File: src/rtl/frog_ram_ctrl.sv
// Sprite RAM controller: arbitrates CPU writes against a bulk colour fill on the
// write port and serves video pixel fetches (with horizontal mirroring) on the read port.
module frog_ram_ctrl #(
    parameter int ADDR_WIDTH = 10,
    parameter int DATA_WIDTH = 2,
    parameter int SPRITE_W   = 32
) (
    input  logic                        clk,
    input  logic                        reset,
    input  logic                        wr_req,
    input  logic [ADDR_WIDTH-1:0]       wr_addr,
    input  logic [DATA_WIDTH-1:0]       wr_data,
    output logic                        wr_ack,
    input  logic                        fill_start,
    input  logic [DATA_WIDTH-1:0]       fill_color,
    output logic                        fill_busy,
    output logic                        fill_done,
    input  logic                        pix_req,
    input  logic [$clog2(SPRITE_W)-1:0] pix_x,
    input  logic [$clog2(SPRITE_W)-1:0] pix_y,
    input  logic                        flip_x,
    output logic                        pix_valid,
    output logic [DATA_WIDTH-1:0]       pix_data,
    output logic                        ram_we,
    output logic [ADDR_WIDTH-1:0]       ram_addr_w,
    output logic [DATA_WIDTH-1:0]       ram_din,
    output logic [ADDR_WIDTH-1:0]       ram_addr_r,
    input  logic [DATA_WIDTH-1:0]       ram_dout
);

    localparam int XW = $clog2(SPRITE_W);

    typedef enum logic [1:0] {IDLE, FILL, DONE} state_t;

    state_t                 state_q;
    logic [ADDR_WIDTH-1:0]  fill_cnt_q;
    logic [DATA_WIDTH-1:0]  fill_color_q;
    logic                   wr_ack_q;
    logic [1:0]             valid_q;
    logic [ADDR_WIDTH-1:0]  addr_r_q;
    logic [XW-1:0]          col_d;
    logic [ADDR_WIDTH-1:0]  addr_r_d;

    // Write-port arbitration: a fill request in IDLE takes priority over a CPU write.
    always_ff @(posedge clk or posedge reset) begin
        if (reset) begin
            state_q      <= IDLE;
            fill_cnt_q   <= '0;
            fill_color_q <= '0;
            wr_ack_q     <= 1'b0;
        end else begin
            wr_ack_q <= 1'b0;
            unique case (state_q)
                IDLE: begin
                    if (fill_start) begin
                        state_q      <= FILL;
                        fill_cnt_q   <= '0;
                        fill_color_q <= fill_color;
                    end else if (wr_req) begin
                        wr_ack_q <= 1'b1;
                    end
                end
                FILL: begin
                    fill_cnt_q <= fill_cnt_q + 1'b1;
                    if (fill_cnt_q == {ADDR_WIDTH{1'b1}}) begin
                        state_q <= DONE;
                    end
                end
                DONE: state_q <= IDLE;
                default: state_q <= IDLE;
            endcase
        end
    end

    // The RAM write port is driven in the same cycle the write is granted, so it
    // is decoded from the state register and the requests; reset forces it quiet.
    always_comb begin
        ram_we     = 1'b0;
        ram_addr_w = '0;
        ram_din    = '0;
        if (!reset) begin
            unique case (state_q)
                IDLE: begin
                    if (wr_req && !fill_start) begin
                        ram_we     = 1'b1;
                        ram_addr_w = wr_addr;
                        ram_din    = wr_data;
                    end
                end
                FILL: begin
                    ram_we     = 1'b1;
                    ram_addr_w = fill_cnt_q;
                    ram_din    = fill_color_q;
                end
                default: ;
            endcase
        end
    end

    assign wr_ack    = wr_ack_q;
    assign fill_busy = (state_q == FILL);
    assign fill_done = (state_q == DONE);

    // SPRITE_W is a power of two, so the mirrored column is the bitwise inverse
    // and the row offset is a plain concatenation.
    assign col_d    = flip_x ? ~pix_x : pix_x;
    assign addr_r_d = ADDR_WIDTH'({pix_y, col_d});

    always_ff @(posedge clk or posedge reset) begin
        if (reset) begin
            valid_q  <= 2'b00;
            addr_r_q <= '0;
        end else begin
            valid_q <= {valid_q[0], pix_req};
            if (pix_req) begin
                addr_r_q <= addr_r_d;
            end
        end
    end

    assign ram_addr_r = addr_r_q;
    assign pix_valid  = valid_q[1];
    assign pix_data   = valid_q[1] ? ram_dout : '0;

endmodule
File: config.mk
export PLATFORM = sky130hd
export DESIGN_NAME = frog_ram_ctrl
export DESIGN_NICKNAME = d
export VERILOG_FILES = /design/src/rtl/frog_ram_ctrl.sv
export SDC_FILE = /design/constraint.sdc
export NUM_CORES = 1
export LEC_CHECK = 0
export BUFFER_PORTS_ARGS = -buffer_cell sky130_fd_sc_hd__buf_2
export CAP_MARGIN = 20
export CORE_ASPECT_RATIO = 1.75
export CORE_MARGIN = 2
export CORE_UTILIZATION = 46
export DETAILED_ROUTE_END_ITERATION = 7
export GPL_TIMING_DRIVEN = 1
export HOLD_SLACK_MARGIN = 0.02
export PLACE_DENSITY_LB_ADDON = 0.25
export SLEW_MARGIN = 20
export SYNTH_ARGS = -nofsm -noshare
export SYNTH_HDL_FRONTEND = slang
export SYNTH_SLANG_ARGS = --single-unit
File: constraint.sdc
create_clock -name clk -period 1.7 [get_ports clk]
set_input_delay 0 -clock clk [delete_from_list [all_inputs] [get_ports clk]]
set_output_delay 0 -clock clk [all_outputs]
set_load 0.1 [all_outputs]
== Word-level counts from Yosys, hierarchy flattened ==
Index checks and enable logic that the tools add are counted.
Cells by class
  bitwise logic cells: 1
  muxes and demuxes: 19
  equality and inequality tests: 5
  add/subtract/negate cells: 1
  reductions and logical operators: 7
Operators with widths (number)
  case mux 10 bit (2 select lines): 2
  2-to-1 mux 10 bit: 3
  adder 10 x 1 -> 10 bit (second input constant): 1
  == test 10 bit (second input constant): 1
  2-to-1 mux 2 bit: 5
  case mux 2 bit (2 select lines): 2
  AND reduction 2 bit: 3
  2-to-1 mux 1 bit: 5
  2-to-1 mux 5 bit: 1
  NOT 5 bit: 1
  == test 2 x 1 -> 1 bit (second input constant): 1
  == test 2 bit (second input constant): 1
  logical NOT 2 bit: 1
  inequality test 2 x 1 -> 1 bit (second input constant): 1
  inequality test 2 bit (second input constant): 1
  case mux 1 bit (2 select lines): 1
  nonzero test 2 bit: 1
  logical AND 1 bit: 1
  logical NOT 1 bit: 1
Word-level totals
  register bits after elaboration: 27
  output and inout bits: 29
  bits of input ports: 32

== Logic depth before layout (Yosys ltp) ==
  depth in word-level cells: 5
  mapped depth: 6

== Worst setup path after synthesis ==
Ideal clock, no wire load.
  path type: register -> output
  start point: register state_q[1]
  end point: output port ram_addr_w[4]
  arrival: 2.527 ns
  buffers on the path: 2
  stages on the path, launching flop included: 7
  slack: -0.827 ns
  cells stage by stage: dfrtp_1 > nand2b_1 > buf_4 > inv_2 > buf_4 > a22oi_1 > nor2_1
Between the ends
  cells in the longest elaborated chain, start to end: 3
  elaborated cells between the ends (all ways): 4
  classes of those cells: eq/ne (1); mux (2); reduce/logical (1)
RTL lines
  from (decl): line 35  | state_t state_q;
  from (signal assigned): line 47  | state_q <= IDLE;
  from (signal assigned): line 56  | state_q <= FILL;
  from (signal assigned): line 66  | state_q <= DONE;
  == test 2 x 1 -> 1 bit
  named net fill_busy: line 16  | output logic fill_busy,
  case mux 10 bit (2 select lines): line 82  | unique case (state_q)
  2-to-1 mux 10 bit: line 81  | if (!reset) begin
  to (decl): line 25  | output logic [ADDR_WIDTH-1:0] ram_addr_w,
The timed path passes the listed nets, and every way through them passes these cells.

== Final worst setup path ==
  start point: register state_q[1]
  end point: output port ram_din[1]
Between the ends
  cells in the longest elaborated chain, start to end: 3
  elaborated cells between the ends (all ways): 4
  classes of those cells: eq/ne (1); mux (2); reduce/logical (1)
RTL lines
  == test 2 x 1 -> 1 bit or logical NOT 2 bit (tied branches): line 82
  case mux 2 bit (2 select lines) (*): line 82
  2-to-1 mux 2 bit (*): line 81
  to (decl): line 26  | output logic [DATA_WIDTH-1:0] ram_din,
Every way passes the cells marked *; elsewhere a longest branch is shown, timed or not.

==> impl_metrics.tcl <==
set metrics [dict create \
    cts.clk_slew.worst_paths_ns 0.08 \
    syn-instance-count 140 \
    cts_tree "yes" \
    grt_overflow_total 0 \
    clock_skew_ns 0.00193 \
    rsz0062_at_grt "yes" \
    whs_endpoint "ram_addr_r[4]" \
    synth_seq_cells 27 \
    gp_congestion 0.797 \
    ys_top_cells_by_area "dfrtp_1, a22oi_1, nor2_1, mux2_2, xnor2_1" \
    die_h_um 76.7 \
    maxUsedRoutingLayer "met4" \
    r2r_end "fill_color_q[1]" \
    fin_setup_tns_ns 0 \
    yosys.area.top_type "dfrtp_1" \
    synth-async-reset-ratio 1.00 \
    avgSynthCellArea_um2 9.93 \
    final_cells 240 \
    crit_chain "nand2b_1, inv_6, a22oi_1, nor2_2, buf_12" \
    coreArea_mm2 0.00290 \
    wl_met1_um 1230 \
    clk_latency_ns 0.27 \
    io_pins 61 \
    setup_viol 0 \
    path_class "flop to output pin" \
    drive_above_1_share 0.486 \
    reg2reg_from "state_q[0]" \
    ys_warn_count 0 \
    power.static_leakage_nw 0.998 \
    drtIter0Drc 57 \
    hpwlAfterDp_um 2680 \
    root_buffer "clkbuf_8" \
    syn-cell-area_mm2 0.00139 \
    post-route-period-util 0.982 \
    synth_top_area_share 0.486 \
    reg2regPathDepth 3 \
    clock-sinks 27 \
    ys_types 35 \
    placed_cells 221 \
    synth_nets 173 \
    critPathMaxFanout 24 \
    ys_seq_area_frac 0.486 \
    pwr_density_cell_mw_per_mm2 1210 \
    grt_pass1_wl_um 6350 \
    cap_violations 0 \
    slew_headroom 0.675 \
    cp_slowest_cell "dfrtp_2" \
    fmax_ghz 0.599 \
    arrival_ns 1.67 \
    cts_buffer_depth 2 \
    placement_rows 26 \
    synth_common_cells "dfrtp_1, nor2_1, a22oi_1, a21oi_1, nand2_1" \
    critPathBufInv 2 \
    hold_ws_ns 0.0298 \
    cpPeakStageDelay_ns 0.46 \
    power_mw 2.68 \
    vias_per_cell 5.68 \
    ir_worst_vdd_mv 1.07 \
    start_util 0.480 \
    die_width_um 45.6 \
    slew_viol_final 0 \
    min_path_cells 3 \
    hp-class "input port to flop" \
    hold_viol 0 \
    fin_nets 246 \
    routedWlPerCell_um 15.4 \
    antenna_found_initial 0 \
    yosysMostFrequentCell "dfrtp_1" \
    synth-edff-count 0 \
    fin_crit_ns 1.67 \
    cts_buffers 3 \
    die-area_mm2 0.00349 \
    wl_met3_um 185 \
    grt_max_degree 25 \
    grt_use_total 0.241 \
    tightestPinTransition_ns 0.488 \
    cp.required_ns 1.70 \
    reg2reg_slack_ns 0.11 \
    crit_path_end_kind "output pin" \
    first_pass_iters 4 \
    io_buffers 60 \
    route.met2.wl_um 2180 \
    htree_levels 1 \
    post-route-util 0.764 \
    final_antenna_net_count 0 \
    critical_path.top_delay_family "flip-flops" \
    drc 0 \
    synthFlopType "dfrtp_1" \
    num_vias 1363 \
    first_global_vias 1498 \
    drt_wl_total_um 3700 \
    syn2layout_area_growth_pct 59.1 \
    worstHoldStart "pix_x[4]" \
    num_antenna_cells 0 \
    outcome "finished clean" \
    worst_setup_path_start_kind "flop" \
]
[kinds of logic (layout without fill, tap and decap cells)]
kind of cell	after synthesis	after routing	synth area share
AND/OR/NAND/NOR	46	46	0.170
AO/OA/AOI/OAI	37	37	0.171
flip-flops	27	27	0.486
buffers and inverters	14	86	0.0495
multiplexers	9	9	0.0765
XOR/XNOR	6	6	0.0378
adder cells (fa/ha/maj)	1	1	0.00900
[registers in the layout, indices dropped and copies added, names as in the netlist]
register	flops
wr_ack	1
ram_addr_r	10
valid_q	2
state_q	2
fill_color_q	2
fill_cnt_q	10
[timing repair]
item | CTS | global route
gates cloned | 1 | 0
endpoints found under the setup margin | 12 | 13
gates resized for setup | 4 | 11
pin swaps | 1 | 3
setup buffers | 1 | 0
endpoints found under the hold margin | 39 | 0
hold buffers | 13 | 0
[area by class of cell]
type / count / area [um2]
tap: 28 / 35.0
fill: 185 / 683
clock buffer: 4 / 45.0
inverter: 4 / 20.0
multi-input combinational: 99 / 752
sequential: 27 / 678
timing repair buffer: 78 / 682
[worst reg2reg max path, delay by kind of cell, from the launching register on]
kind	cells	cell delay, ns
buf+inv	1	0.15
flops	1	0.45
mux	1	0.35
simple gates	1	0.53
[report_power, final]
group          internal [mW]  switching [mW]  total, mW
logic                  0.479           0.906       1.39
registers              0.763           0.175      0.938
clock network          0.168           0.188      0.356
[routing by layer]
layer	GRT usage	up-vias
met3	0.0329	9
met4	0.115	0
met2	0.438	61
met5	0	-
li1	-	642
met1	0.247	651
[cells in the final DEF (no fill, tap or decap), drive strengths merged, types with 3 or more instances in the layout]
cell and instances:
a21oi 9, a22oi 12, a31oi 6, and2 3, buf 65, clkbuf 4
dfrtp 27, dlygate4sd3 13, inv 4, mux2 7, nand2 7, nand3 4
nand4 3, nor2 18, o21ai 5, xnor2 6
[how the worst max path moves through the flow]
stage,startpoint,end,cells after the start
after CTS,state_q[0],ram_addr_w[6],5
after floorplan,state_q[1],ram_addr_w[0],3
after global placement,state_q[0],fill_color_q[1],2
final,state_q[1],ram_din[1],5
after detailed placement,state_q[1],ram_addr_w[7],5
after global routing,state_q[1],ram_din[1],5
[through the flow]
stage,area (um2),setup WS [ns]
final,2210,0.0305
after global routing,2210,-0.0632
after CTS,2170,0.00822
after detailed placement,1970,0.218
after global placement,1970,0.239
after floorplan,1460,-0.326
Power figures use the tool's default switching activity.
